===== config.mk =====
export PLATFORM = sky130hd
export DESIGN_NAME = edge_detect_bank
export DESIGN_NICKNAME = d
export VERILOG_FILES = /design/src/rtl/edge_detect_bank.sv
export SDC_FILE = /design/constraint.sdc
export NUM_CORES = 1
export LEC_CHECK = 0
export CAP_MARGIN = 20
export CORE_AREA = 2 2 92 67
export DETAILED_ROUTE_END_ITERATION = 12
export DIE_AREA = 0 0 94 69
export GPL_TIMING_DRIVEN = 0
export PLACE_DENSITY = 0.78
export SLEW_MARGIN = 15
export SYNTH_ARGS = -nofsm -noshare
export SYNTH_HDL_FRONTEND = slang
export SYNTH_SLANG_ARGS = --single-unit
export TNS_END_PERCENT = 50

===== constraint.sdc =====
create_clock -name clk -period 1.8 [get_ports clk]
set_input_delay 0.45 -clock clk [delete_from_list [all_inputs] [get_ports clk]]
set_output_delay 0.45 -clock clk [all_outputs]
set_load 0.1 [all_outputs]

===== src/rtl/edge_detect_bank.sv =====
// edge_detect_bank: per-channel synchroniser, debounce filter and mode-selectable edge detector
// with one-cycle pulses, sticky event flags and a global any_event summary.
module edge_detect_bank #(
    parameter int WIDTH           = 8,
    parameter int SYNC_STAGES     = 2,
    parameter int DEBOUNCE_CYCLES = 4
) (
    input  logic             clk,
    input  logic             rst_n,
    input  logic [WIDTH-1:0] sig,
    input  logic [1:0]       edge_mode,
    input  logic [WIDTH-1:0] clr,
    output logic [WIDTH-1:0] sig_stable,
    output logic [WIDTH-1:0] sig_pulse,
    output logic [WIDTH-1:0] sig_sticky,
    output logic             any_event
);
    localparam int CW = $clog2(DEBOUNCE_CYCLES + 1);
    localparam logic [CW-1:0] CNT_MAX = CW'(DEBOUNCE_CYCLES - 1);

    logic [WIDTH-1:0] sync_q [SYNC_STAGES];
    logic [CW-1:0]    cnt_q [WIDTH];
    logic [CW-1:0]    cnt_d [WIDTH];
    logic [WIDTH-1:0] stable_q, stable_d, pulse_q, pulse_d, sticky_q, sticky_d;
    logic [WIDTH-1:0] sync_out, toggle;

    assign sync_out = sync_q[SYNC_STAGES-1];

    // Counter restarts on any return to match, so short glitches never get accepted.
    always_comb begin
        toggle = '0;
        for (int i = 0; i < WIDTH; i++) begin
            toggle[i] = (sync_out[i] != stable_q[i]) && (cnt_q[i] == CNT_MAX);
            cnt_d[i]  = (sync_out[i] == stable_q[i] || toggle[i]) ? '0 : cnt_q[i] + CW'(1);
        end
        stable_d = stable_q ^ toggle;
        pulse_d  = toggle & ((~stable_q & {WIDTH{edge_mode[0]}}) | (stable_q & {WIDTH{edge_mode[1]}}));
        sticky_d = pulse_d | (sticky_q & ~clr);
    end

    always_ff @(posedge clk or negedge rst_n) begin
        if (!rst_n) begin
            for (int s = 0; s < SYNC_STAGES; s++) sync_q[s] <= '0;
            for (int i = 0; i < WIDTH; i++) cnt_q[i] <= '0;
            stable_q <= '0;
            pulse_q  <= '0;
            sticky_q <= '0;
        end else begin
            sync_q[0] <= sig;
            for (int s = 1; s < SYNC_STAGES; s++) sync_q[s] <= sync_q[s-1];
            for (int i = 0; i < WIDTH; i++) cnt_q[i] <= cnt_d[i];
            stable_q <= stable_d;
            pulse_q  <= pulse_d;
            sticky_q <= sticky_d;
        end
    end

    assign sig_stable = stable_q;
    assign sig_pulse  = pulse_q;
    assign sig_sticky = sticky_q;
    assign any_event  = |sticky_q;
endmodule


# After elaboration in Yosys (flattened, before gate mapping)
# Cells that the tools add are included.
[totals]
elab_cells = 79
register_bits = 64
out_inout_bits = 25
inputBits = 20
[classes]
mux = 8
n_bitwise = 9
n_eq_ne = 24
n_addsub = 8
n_reduce_logical = 17
[op_table]
columns = ["operator", "n"]
rows = [
  ["AND 8 bit", 4],
  ["adder 3 x 1 -> 3 bit (second input constant)", 8],
  ["equality test 3 x 2 -> 1 bit (second input constant)", 8],
  ["two-way mux 3 bit", 8],
  ["NOT 8 bit", 2],
  ["OR 8 bit", 2],
  ["equality test 1 bit", 8],
  ["logical AND 1 bit", 8],
  ["logical OR 1 bit", 8],
  ["!= test 1 bit", 8],
  ["OR reduction 8 bit", 1],
  ["bitwise XOR 8 bit", 1],
]

# Depth between registers and ports, before layout
# Gate-level depths: netlist of run 1.
[logic_depth]
ltp_word = 5
mapped_depth = 4
ltp_nobuf = 4

# Least setup slack after synthesis of run 1
# Ideal clock, no wire load.
[synth_path]
path_type = "reg-to-output"
startpoint = "register sticky_q[5], in the netlist sig_sticky[5]"
endpoint = "output port any_event"
n_path_buf = 0
path_slack_ps = -406
path_stages_with_launch = 3
t_required_ps = 1350
arrival_time_ps = 1756
path_cell_list = "dfrtp_1 -> nor4_1 -> nand2_1"
[synth_between]
elab_chain_cells = 1
[synth_rtl]
columns = ["item", "line", "text"]
rows = [
  ["start, declared", "24", "logic [WIDTH-1:0] stable_q, stable_d, pulse_q, pulse_d, sticky_q, sticky_d;"],
  ["start signal, assigned", "54", "sticky_q <= sticky_d;"],
  ["OR reduction 8 bit", "61", "assign any_event = |sticky_q;"],
  ["end, declared", "16", "output logic any_event"],
]
# No other way between the ends.

# Worst setup path in the final report of run 1
[layout_path]
startpoint = "register sticky_q[2], in the netlist sig_sticky[2]"
endpoint = "output port any_event"
# The elaborated chain is that of the path after synthesis.

==> flow_summary_export.csv, run 1 <==
group,metric,value,unit
outcome,status,"finished, violations left",
outcome,violations,"setup timing",
yosys,synth-seq-cells,64,
timing,holdWs,0.105,ns
global_route,grt_util_all_layers,14.2,%
clock_tree,htree_levels,3,
die,io_pins,45,
layout,syn2layout_area_growth,29.8,%
placement,portBuffers,43,
global_route,grt_max_degree,65,
timing,finalHoldViolCount,0,
setup_path,cp_top_family,"simple AND/OR/NAND/NOR gates",
clock_tree,cts_buffers,9,
yosys,synth_area_leaders,"dfrtp_1, ha_1, nand4b_1",
setup_path,rr_startpoint,"cnt_q[3]",
drt,drtIter0Drc,88,
power_and_ir_drop,vdd_drop_max,0.941,mV
worst_hold_path,hp-class,"in2async",
timing,setup_viol,1,
timing,fmax,528,MHz
placement,dpl.hpwl,2710,um
power_and_ir_drop,power_density,1640,nW/um^2
yosys,synth.top_cell.area_share,65.2,%
layout,drive_gt1_share,29.5,%
setup_path,cp-start-kind,"flip-flop",
clock_tree,clk_latency,0.33,ns
drt,via_per_inst,4.77,
timing,setup_ws,-0.0937,ns
drt,drtAntennaViolNets,0,
yosys,synth_top_flop_cell,"dfrtp_1",
timing,period_share,105,%
die,fp.dieH,69,um
clock_tree,cts_tree,"yes",
drt,drc,0,
timing,rsz0062_at_grt,"yes",
yosys,yosys.area.top_type,"dfrtp_1",
setup_path,crit_slowest_cell,"dfrtp_2",
yosys,synth_edf_count,0,
setup_path,timing.critical_path.required,1.35,ns
yosys,synth_nets,210,
yosys,synth_common_cells,"dfrtp_1, ha_1, nor3_1",
setup_path,critPathKind,"reg2out",
yosys,ys_types,15,
clock_tree,clk_pin_slew,0.07,ns
setup_path,crit_start,"sig_sticky[2]",
timing,slew-limit-headroom,62.3,%
setup_path,cpPeakStageDelay,0.44,ns
clock_tree,post-cts-setup-buffer-count,0,
layout,antennaDiodeCount,0,
layout,final_util,56.8,%
timing,fin_crit,1.89,ns
die,start_util,43.7,%
yosys,syn_inst,174,
setup_path,path_cells,"nor4_4 > nand2_2 > buf_6",
timing,skew,0.00685,ns
global_route,grt.overflow.total,0,
die,die_area,6490,um^2
job,drv_cap,0,
placement,gp_congestion,0.748,
yosys,avgSynthCellArea,14.1,um^2
layout,nets,265,
drt,routed_wirelength,3960,um
timing,worst_pin_slew,0.568,ns
yosys,synth-async-reset-ratio,100,%
timing,fin_tns_setup,-0.0937,ns
setup_path,cp-end-kind,"output port",
global_route,antenna_found_initial,0,
yosys,syn_area,2450,um^2
setup_path,worstPathMaxFanout,3,
yosys,yosysMostFrequentCell,"dfrtp_1",
setup_path,critPathArrivalTime,1.44,ns
global_route,first_global_vias,1434,
power_and_ir_drop,leakage,1.48,nW
drt,num_vias,1475,
drt,wire_per_inst,12.8,um
clock_tree,cts.sinks,64,
placement,place_area,3020,um^2
die,die_w,94,um
global_route,grt_pass1_wl,6780,um
setup_path,path_buf_inv,1,
yosys,synth_seq_area_share,65.2,%
layout,postLayoutCellArea,3190,um^2
clock_tree,cts-root-buf,"clkbuf_8",
yosys,ys.warnings.count,0,
clock_tree,cts_buffer_depth,2,
die,rows,23,
timing,slew_violations,0,
die,fp.coreArea,5610,um^2
drt,firstDrtPassIters,4,
## cells by family (layout without fill, tap and decap cells)
kind of cell	Yosys count	after routing	synth area share [%]
AND/OR/NAND/NOR	65	65	18.0
flip-flops	64	64	65.2
XOR/XNOR	8	8	2.85
buffers and inverters	11	71	1.73
adder cells (fa/ha/maj)	16	16	8.15
AO/OA/AOI/OAI	3	3	0.765
multiplexers	7	7	3.21
## report_power, final
group	internal (W)	switching (W)	leakage, nW
Sequential	0.00178	0.000238	0.808
Combinational	0.000611	0.00149	0.570
Clock	0.000606	0.000489	0.0992
Total	0.00300	0.00222	1.48
## area by class of cell
cell class | instances | area [um^2]
Fill cell | 471 | 2420
Clock buffer | 13 | 169
Buffer | 1 | 5.00
Tap cell | 75 | 93.8
Multi-Input combinational cell | 99 | 835
Inverter | 10 | 37.5
Timing Repair Buffer | 44 | 415
Sequential cell | 64 | 1620
Clock inverter | 3 | 15.0
## worst paths after layout
kind | to | slack [ns] | depth (start not counted)
worst min register to register | sync_out[7] | 0.35 | 0
worst max register to register | flip-flop | 0.53 | 3
worst min-delay path | cnt_q[8] | 0.11 | 2
max in group asynchronous | sig_sticky[1] | 1.39 | 2
worst max-delay path | any_event | -0.09 | 3
min in group clk | sync_out[7] | 0.35 | 0
## layout by cell type (no fill, tap or decap), types with 2 or more instances in the layout
cell	count
clkdlybuf4s50_1	17
xnor2_1	8
clkdlybuf4s15_2	11
ha_1	16
buf_2	11
nand4b_1	15
clkbuf_8	12
nand2_1	8
dfrtp_1	56
dfrtp_4	2
nor3_1	16
dfrtp_2	6
nand3_1	7
nand2b_1	8
clkdlybuf4s18_2	2
inv_1	10
nor3b_2	8
o21ai_0	2
mux2_2	7
clkinv_2	3
## layer usage
| layer | vias up | global-route usage (%) | share of wire, % |
|---|---|---|---|
| met5 | - | 0 | 0 |
| met4 | 0 | 4.83 | 0.48 |
| met3 | 2 | 7.76 | 6.6 |
| met2 | 39 | 20.3 | 47 |
| met1 | 714 | 18.4 | 46 |
| li1 | 720 | - | - |
## stage by stage
stage / worst slack, ns / total power (W) / std cells
floorplan: 0.00476 / 0.00370 / 174
global placement: -2.13 / 0.00417 / 292
detailed placement: -0.698 / 0.00423 / 293
CTS: -0.230 / 0.00534 / 309
global route: -0.156 / 0.00553 / 309
finish: -0.0937 / 0.00521 / 309
## timing repair
action                     4_1_cts  5_1_grt
gates resized for setup         86       18
pin swaps                        1        0
hold buffers                     0        0
setup endpoints to repair       25       13
Note: power is estimated with default switching activity, not from simulation.
==> run 2, diff against run 1 <==
--- a/config.mk
+++ b/config.mk
@@ -11,7 +11,6 @@
 export DIE_AREA = 0 0 94 69
 export GPL_TIMING_DRIVEN = 0
 export PLACE_DENSITY = 0.78
-export SLEW_MARGIN = 15
 export SYNTH_ARGS = -nofsm -noshare
 export SYNTH_HDL_FRONTEND = slang
 export SYNTH_SLANG_ARGS = --single-unit
==> run 2 against run 1 <==
The flow still finishes with violations (setup timing). Via count is 0.61% lower. Clock skew fell by 0.0012 ns. Final cell count stayed put. Critical endpoint unchanged. Largest power group unchanged.
==> flow_summary_export.csv, run 2 (same netlist as run 1, synthesis figures left out) <==
group,metric,value,unit
layout,drive_gt1_share,28.2,%
global_route,grt_pass1_wl,6890,um
timing,period_share,103,%
layout,multi_input_area,843,um^2
timing,finalHoldViolCount,0,
power_and_ir_drop,finalPower,0.00524,W
drt,drc,0,
global_route,grt_max_degree,35,
global_route,met2_usage,21.8,%
setup_path,worstPathMaxFanout,3,
outcome,status,"finished, violations left",
layout,antennaDiodeCount,0,
clock_tree,cts_buffers,9,
timing,fin_crit,1.85,ns
timing,skew,0.00565,ns
placement,gp_congestion,0.748,
power_and_ir_drop,p_int,0.00303,W
layout,syn2layout_area_growth,30.5,%
clock_tree,htree_levels,3,
timing,rsz0062_at_grt,"yes",
timing,setup_viol,1,
power_and_ir_drop,comb_power_share,40.6,%
setup_path,critPathKind,"reg2out",
power_and_ir_drop,clock_power_share,20.8,%
die,start_util,43.7,%
job,drv_cap,0,
die,rows,23,
power_and_ir_drop,switching_share,42.2,%
drt,drtAntennaViolNets,0,
die,fp.coreArea,5610,um^2
drt,num_vias,1466,
drt,wire_per_inst,13.0,um
die,die_area,6490,um^2
layout,ff_latch_area,1620,um^2
outcome,violations,"setup timing",
timing,worst_pin_slew,0.740,ns
timing,fmax,539,MHz
timing,slew_violations,0,
clock_tree,clk_pin_slew,0.07,ns
clock_tree,cts-root-buf,"clkbuf_8",
placement,dpl.hpwl,2860,um
global_route,gr-usage-met1,17.3,%
layout,nets,265,
layout,postLayoutCellArea,3200,um^2
setup_path,timing.critical_path.required,1.35,ns
timing,fin_tns_setup,-0.0550,ns
setup_path,r2r_slack,0.52,ns
clock_tree,cts.sinks,64,
placement,portBuffers,43,
die,die_w,94,um
power_and_ir_drop,leakage,1.47,nW
setup_path,cp-end-kind,"output port",
worst_hold_path,hp-class,"in2async",
drt,routed_wirelength,4020,um
power_and_ir_drop,vdd_drop_max,1.09,mV
global_route,first_global_vias,1496,
die,io_pins,45,
power_and_ir_drop,power_density,1640,nW/um^2
setup_path,cp-start-kind,"flip-flop",
die,fp.dieH,69,um
drt,drtIter0Drc,83,
clock_tree,clk_latency,0.32,ns
timing,setup_ws,-0.0550,ns
timing,slew-limit-headroom,50.7,%
global_route,busiest_layer,"met2",
drt,firstDrtPassIters,4,
global_route,grt.overflow.total,0,
setup_path,critPathArrivalTime,1.40,ns
placement,place_area,3010,um^2
layout,final_common_cell,"dfrtp_1",
global_route,grt_util_all_layers,14.1,%
clock_tree,cts_tree,"yes",
power_and_ir_drop,p_sw,0.00221,W
layout,fillers,463,
drt,via_per_inst,4.74,
layout,layout_common_cells,"dfrtp_1, clkdlybuf4s50_1, nor3_1, ha_1, nand4b_1",
power_and_ir_drop,pwr-share-seq,38.6,%
global_route,antenna_found_initial,0,
clock_tree,cts_buffer_depth,2,
global_route,met3_usage,7.43,%
==> run 2: cell count changes in the layout (fill, tap and decap cells not counted), sizes merged <==
cell           previous run  this run
buf                      14        12
clkdlybuf4s15            11        14
clkinv                    3         0
clkbuf                   14        16
==> run 2: power by group through the flow <==
stage / Clock, W / Combinational (W) / Sequential (W)
floorplan: 0 / 0.000811 / 0.00288
global placement: 0 / 0.00215 / 0.00202
detailed placement: 0 / 0.00220 / 0.00204
CTS: 0.00113 / 0.00219 / 0.00203
global route: 0.00120 / 0.00227 / 0.00207
finish: 0.00109 / 0.00213 / 0.00202
==> run 2: repair_timing <==
item | CTS | global route
pin swaps | 1 | 1
cloned | 0 | 0
endpoints found under the setup margin | 25 | 10
buffers inserted | 0 | 0
hold buffers | 0 | 0
resized for setup | 83 | 19
==> run 2: through the flow <==
stage / util (%) / hold slack [ns] / worst slack, ns / cells
after global placement: 53.4 / 0.333 / -2.13 / 292
after CTS: 57.8 / 0.200 / -0.0753 / 309
after global routing: 57.1 / 0.228 / -0.113 / 309
after detailed placement: 53.7 / 0.337 / -0.691 / 293
final: 57.1 / 0.185 / -0.0550 / 309
after floorplan: - / 0.154 / 0.00476 / 174
==> run 2: path summary, 6_finish.rpt <==
check / startpoint / end / cells past startpoint
setup reg to reg: cnt_q[6] / flip-flop / 3
max in group asynchronous: rst_n / sig_sticky[0] / 2
setup / recovery: sig_sticky[2] / any_event / 3
hold reg to reg: sync_q[13] / sync_out[5] / 0
hold / removal: rst_n / sig_pulse[3] / 1
min in group clk: sync_q[13] / sync_out[5] / 0
==> run 2: cell type report <==
type / count / share of cell area [%]
sequential: 64 / 50.4
multi-input combinational: 99 / 26.3
timing repair buffer: 44 / 13.4
clock buffer: 16 / 5.62
tap: 75 / 2.93
inverter: 10 / 1.17
buffer: 1 / 0.156
==> run 2: metal layers <==
metal  wire length, um  part of all wire (%)  vias to the layer above
li1                  -                     -                      721
met1              1800                    45                      706
met2              1930                    48                       35
met3               257                   6.4                        4
met4                35                  0.87                        0
met5                 0                     0                        -
==> run 2: critical path, cell delays in order (launching register included) <==
cell,delay [ns]
dfrtp_2,0.44
nor4_4,0.35
nand2_2,0.11
buf_8,0.19
